File: config.mk
export PLATFORM = sky130hd
export DESIGN_NAME = usb_uart_fifo_bridge
export DESIGN_NICKNAME = d
export VERILOG_FILES = /design/src/rtl/usb_uart_fifo_bridge.sv
export SDC_FILE = /design/constraint.sdc
export NUM_CORES = 1
export LEC_CHECK = 0
export CORE_ASPECT_RATIO = 1.5
export CORE_MARGIN = 1.5
export CORE_UTILIZATION = 50
export CTS_CLUSTER_SIZE = 10
export DETAILED_ROUTE_END_ITERATION = 16
export GPL_TIMING_DRIVEN = 0
export PLACE_DENSITY = 0.74
export SETUP_SLACK_MARGIN = 0.1
export SLEW_MARGIN = 0
export SYNTH_ARGS = -nofsm -noshare
export SYNTH_HDL_FRONTEND = slang
export SYNTH_SLANG_ARGS = --single-unit
export TNS_END_PERCENT = 50
File: constraint.sdc
create_clock -name clk_48mhz -period 4.1 [get_ports clk_48mhz]
set_input_delay 0.41 -clock clk_48mhz [delete_from_list [all_inputs] [get_ports clk_48mhz]]
set_output_delay 0.41 -clock clk_48mhz [all_outputs]
set_load 0.02 [all_outputs]
File: src/rtl/usb_uart_fifo_bridge.sv
// Byte-wide client bridge between a uart_we/uart_re handshake and USB CDC bulk endpoints.
// Two FIFOs (TX toward IN, RX from OUT) plus an idle-timeout short-packet flush.
module usb_uart_fifo_bridge #(
  parameter int unsigned DEPTH_LOG2   = 4,
  parameter int unsigned FLUSH_CYCLES = 48000
) (
  input  logic                  clk_48mhz,
  input  logic                  reset,
  input  logic                  uart_we,
  input  logic                  uart_re,
  input  logic [7:0]            uart_di,
  output logic [7:0]            uart_do,
  output logic                  uart_wait,
  output logic [7:0]            tx_data,
  output logic                  tx_valid,
  input  logic                  tx_ready,
  output logic                  tx_flush,
  input  logic [7:0]            rx_data,
  input  logic                  rx_valid,
  output logic                  rx_ready,
  output logic [DEPTH_LOG2:0]   tx_level,
  output logic [DEPTH_LOG2:0]   rx_level
);

  localparam int unsigned DEPTH    = 1 << DEPTH_LOG2;
  localparam int unsigned PW       = DEPTH_LOG2 + 1;
  localparam int unsigned AW       = DEPTH_LOG2;
  localparam int unsigned CW       = (FLUSH_CYCLES > 1) ? $clog2(FLUSH_CYCLES) : 1;
  localparam int unsigned CNT_LAST = (FLUSH_CYCLES > 0) ? FLUSH_CYCLES - 1 : 0;

  typedef enum logic [1:0] {
    ST_IDLE  = 2'd0,
    ST_ARMED = 2'd1,
    ST_FLUSH = 2'd2
  } state_t;

  logic [PW-1:0] r_tx_wptr, r_tx_rptr, r_rx_wptr, r_rx_rptr;
  logic [7:0]    r_tx_mem [DEPTH];
  logic [7:0]    r_rx_mem [DEPTH];
  logic [7:0]    r_uart_do;
  logic [CW-1:0] r_cnt;
  state_t        r_state, w_next;

  logic w_tx_full, w_tx_empty, w_rx_full, w_rx_empty;
  logic w_wait, w_wr_acc, w_rd_acc, w_tx_pop, w_rx_push;
  logic w_cnt_clr, w_cnt_inc, w_flush, w_cnt_last;

  // Status from registered pointers only, so same-cycle traffic never unblocks
  assign w_tx_full  = (r_tx_wptr[PW-1] != r_tx_rptr[PW-1]) &&
                      (r_tx_wptr[AW-1:0] == r_tx_rptr[AW-1:0]);
  assign w_tx_empty = (r_tx_wptr == r_tx_rptr);
  assign w_rx_full  = (r_rx_wptr[PW-1] != r_rx_rptr[PW-1]) &&
                      (r_rx_wptr[AW-1:0] == r_rx_rptr[AW-1:0]);
  assign w_rx_empty = (r_rx_wptr == r_rx_rptr);

  // One shared wait makes simultaneous write+read all-or-nothing
  assign w_wait    = (uart_we & w_tx_full) | (uart_re & w_rx_empty);
  assign w_wr_acc  = uart_we & ~w_wait;
  assign w_rd_acc  = uart_re & ~w_wait;
  assign w_tx_pop  = ~w_tx_empty & tx_ready;
  assign w_rx_push = rx_valid & ~w_rx_full;

  always_ff @(posedge clk_48mhz) begin
    if (reset) begin
      r_tx_wptr <= '0;
      r_tx_rptr <= '0;
      r_rx_wptr <= '0;
      r_rx_rptr <= '0;
      r_uart_do <= '0;
    end else begin
      if (w_wr_acc)  r_tx_wptr <= r_tx_wptr + PW'(1);
      if (w_tx_pop)  r_tx_rptr <= r_tx_rptr + PW'(1);
      if (w_rx_push) r_rx_wptr <= r_rx_wptr + PW'(1);
      if (w_rd_acc) begin
        r_rx_rptr <= r_rx_rptr + PW'(1);
        r_uart_do <= r_rx_mem[r_rx_rptr[AW-1:0]];
      end
    end
  end

  // Storage needs no reset; pointers define what is valid
  always_ff @(posedge clk_48mhz) begin
    if (w_wr_acc)  r_tx_mem[r_tx_wptr[AW-1:0]] <= uart_di;
    if (w_rx_push) r_rx_mem[r_rx_wptr[AW-1:0]] <= rx_data;
  end

  assign w_cnt_last = (r_cnt == CW'(CNT_LAST));

  always_ff @(posedge clk_48mhz) begin
    if (reset) r_state <= ST_IDLE;
    else       r_state <= w_next;
  end

  always_comb begin
    w_next = r_state;
    case (r_state)
      ST_IDLE:  if (w_tx_pop) w_next = ST_ARMED;
      ST_ARMED: if (!w_tx_pop && !w_wr_acc && w_tx_empty && w_cnt_last) w_next = ST_FLUSH;
      ST_FLUSH: w_next = ST_IDLE;
      default:  w_next = ST_IDLE;
    endcase
  end

  always_comb begin
    w_flush   = 1'b0;
    w_cnt_clr = 1'b0;
    w_cnt_inc = 1'b0;
    case (r_state)
      ST_IDLE:  w_cnt_clr = w_tx_pop;
      ST_ARMED: begin
        w_cnt_clr = w_tx_pop | w_wr_acc;
        w_cnt_inc = ~w_cnt_clr & w_tx_empty & ~w_cnt_last;
      end
      ST_FLUSH: w_flush = 1'b1;
      default:  w_flush = 1'b0;
    endcase
  end

  // Idle counter saturates at the threshold instead of wrapping
  always_ff @(posedge clk_48mhz) begin
    if (reset)          r_cnt <= '0;
    else if (w_cnt_clr) r_cnt <= '0;
    else if (w_cnt_inc) r_cnt <= r_cnt + CW'(1);
  end

  assign uart_do   = r_uart_do;
  assign uart_wait = w_wait;
  assign tx_data   = r_tx_mem[r_tx_rptr[AW-1:0]];
  assign tx_valid  = ~w_tx_empty;
  assign tx_flush  = w_flush;
  assign rx_ready  = ~w_rx_full;
  assign tx_level  = r_tx_wptr - r_tx_rptr;
  assign rx_level  = r_rx_wptr - r_rx_rptr;

endmodule

==> flow_summary.json <==
{
  "status": "complete, no violations",
  "clockBufferDepth": 3,
  "hold_violations": 0,
  "syn_area_um2": 12400,
  "setup-violations-final": 0,
  "synth_ff_type": "edfxtp_1",
  "power_density_nw_per_um2": 525,
  "cp.required_ns": 3.69,
  "routedWlPerCell_um": 21.4,
  "dieArea_um2": 25700,
  "clock_latency_ns": 0.52,
  "worst_slack_ns": 0.462,
  "grt_max_degree": 17,
  "synth_top_area_share_pct": 62.2,
  "power_leakage_nw": 4.56,
  "skew_ns": 0.0262,
  "fmax_mhz": 275,
  "cts_made_buffers": 36,
  "antenna_found_initial": 0,
  "ir_worst_vdd_v": 0.000372,
  "yosysSeqAreaShare_pct": 70.3,
  "finalWirelength_um": 25000,
  "async_flop_share_pct": 0,
  "initial_core_util_pct": 50.8,
  "synth_area_leaders": "edfxtp_1 62%, mux4_2 13%, dfxtp_1 8.1%",
  "grt_pass1_vias": 6985,
  "ant_nets": 0,
  "drv_slew": 0,
  "avgSynthCellArea_um2": 17.0,
  "clk_pin_slew_ns": 0.06,
  "drc_errors": 0,
  "r2r_slack_ns": 0.51,
  "dpl_cell_area_um2": 13300,
  "dr.pass1.iters": 5,
  "crit_slowest_cell": "clkdlybuf4s50_1",
  "rows": 70,
  "rsz0062_at_grt": "false",
  "nets": 858,
  "yosysTopAreaCell": "edfxtp_1",
  "synth_edf_count": 256,
  "cts_setup_buffers": 0,
  "critPathMaxFanout": 10,
  "synth_most_common_cell": "edfxtp_1",
  "utilization_pct": 58.9,
  "finalCriticalPeriod_ns": 3.64,
  "relSlewSlack_pct": 37.2,
  "synth_warnings": 0,
  "numPortBuffers": 51,
  "fin_tns_setup_ns": 0,
  "setup.worst_path.class": "reg -> out",
  "die_h_um": 196,
  "drive_gt1_share_pct": 16.2,
  "worst_slew_pin_slew_ns": 0.939,
  "grt_usage_pct": 20.1,
  "path_cells": "clkbuf_2 > clkbuf_2 > inv_1 > ha_1 > nand4_1 > or3_1 > clkbuf_1 > nand2_1 > clkdlybuf4s50_1",
  "clock-root-buffer": "clkbuf_16",
  "htree_levels": 2,
  "place.gp.congestion": 0.842,
  "area_growth_pct": 16.1,
  "min_period_over_period_pct": 88.7,
  "synth.top_cells.by_count": "256 x edfxtp_1, 72 x mux4_2, 56 x nor2_1, 50 x dfxtp_1, 44 x nand2_1",
  "drv_cap": 0,
  "coreArea_um2": 24300,
  "synth-seq-cells": 306,
  "boundaryPins": 52,
  "vias_per_cell": 5.71,
  "synth_cells": 725,
  "path_common_cell": "clkbuf_2",
  "dp_hpwl_um": 16800,
  "end_kind": "output pin",
  "antennaDiodeCount": 0,
  "cts_tree": "built",
  "fillers": 1905,
  "grt.overflow.total": 0,
  "die_w_um": 131,
  "critPathLaunchType": "flop",
  "vias": 6650,
  "hold_class": "reg -> reg",
  "synth.distinct_cells": 45,
  "ctsHoldBuffers": 0,
  "dp_slack_ns": -0.0366,
  "clkSinkCount": 306,
  "worst_path_largest_cell_delay_ns": 0.62,
  "worstPathArrival_ns": 3.23,
  "drtIter0Drc": 500,
  "grt_pass1_wl_um": 38800,
  "synth_nets": 768,
  "finalInstanceArea_um2": 14300
}
==> cells in the final DEF, fill, tap and decap left out, types with 2 or more instances in the layout <==
master             n
buf_2              7
o21ai_0            6
ha_1              19
clkdlybuf4s50_1   51
edfxtp_1         256
nor4_1             6
nand4b_1           2
and2_1             2
a21o_1             3
nor2b_1            4
clkbuf_16         36
mux4_2            72
and4_1             2
clkbuf_1          44
nor3_1             5
nand4_1           12
dfxtp_1           50
buf_1              4
nand2b_1           5
nand2_1           44
mux2i_1            2
o31ai_1            4
inv_1             21
nor2_1            56
xor2_1            12
a21oi_1           26
or4_1              4
nand3_1           11
xnor2_1           19
nor3_2             7
and3_1             3
or3_1              7
fa_1               2
a22oi_1           16
a21boi_1           2
clkbuf_2           2
==> metal layers <==
layer	part of all wire, %	global-route usage [%]	up-vias	wire (µm)
met5	0	0	-	0
met4	3.0	7.37	0	746
met3	4.2	2.99	50	1050
met2	56	38.6	195	13900
met1	37	22.3	3375	9310
li1	-	-	3030	-
==> repair_timing <==
action | 4_1_cts | 5_1_grt
endpoints found under the setup margin | 41 | 155
resized for setup | 3 | 6
gates cloned | 0 | 0
==> worst paths after layout <==
| kind | startpoint | endpoint | cells past startpoint |
|---|---|---|---|
| worst max register to register | r_rx_rptr[1] | r_rx_mem[11][4] | 8 |
| worst min-delay path | uart_do[5] | uart_do[5] | 2 |
| worst min register to register | uart_do[5] | uart_do[5] | 2 |
| worst max-delay path | r_rx_rptr[1] | uart_wait | 9 |
==> flip-flops by register name (all words and copies together) (netlist names), named ones only <==
register,flops
r_rx_mem,128
r_tx_mem,128
r_cnt,16
uart_do,8
r_rx_rptr,5
r_rx_wptr,5
r_tx_rptr,5
r_tx_wptr,5
r_state,2
==> power breakdown <==
group / internal [mW] / switching, mW / leakage (nW)
Combinational: 0.595 / 0.655 / 1.36
Sequential: 3.44 / 0.0434 / 2.72
Clock: 1.65 / 1.15 / 0.488
==> area by class of cell <==
type	count	area (µm²)	area share, %
plain buffers	32	131	0.916
multi-input cells	366	3500	24.4
inverters	21	78.8	0.549
well taps	324	405	2.83
clock buffers	61	995	6.93
flip-flops and latches	306	8690	60.6
clock inverters	3	30.0	0.209
repair buffers	52	518	3.61
==> worst max-delay path: cells and delay by family, from the launching register on <==
family	cells	cell delay, ns
buf+inv	5	1.40
simple gates	3	0.63
fa+ha+maj	1	0.31
flops	1	0.39
==> through the flow <==
| step | std cells | power [mW] | hold WS, ns |
|---|---|---|---|
| after detailed placement | 1101 | 4.81 | 0.453 |
| after global routing | 1165 | 7.80 | 0.501 |
| after floorplan | 725 | 4.36 | 0.449 |
| final | 1165 | 7.54 | 0.456 |
| after CTS | 1165 | 7.61 | 0.460 |
| after global placement | 1100 | 4.80 | 0.445 |
==> cell families (layout without fill, tap and decap cells) <==
logic type	Yosys count	in the layout	synth area share, %
buffers and inverters	53	169	1.68
adder cells (fa/ha/maj)	21	21	2.25
multiplexers	74	74	13.3
AND/OR/NAND/NOR	179	179	7.24
flip-flops	306	306	70.3
XOR/XNOR	31	31	2.20
AO/OA/AOI/OAI	61	61	3.07
(Power assumes the default switching activity.)
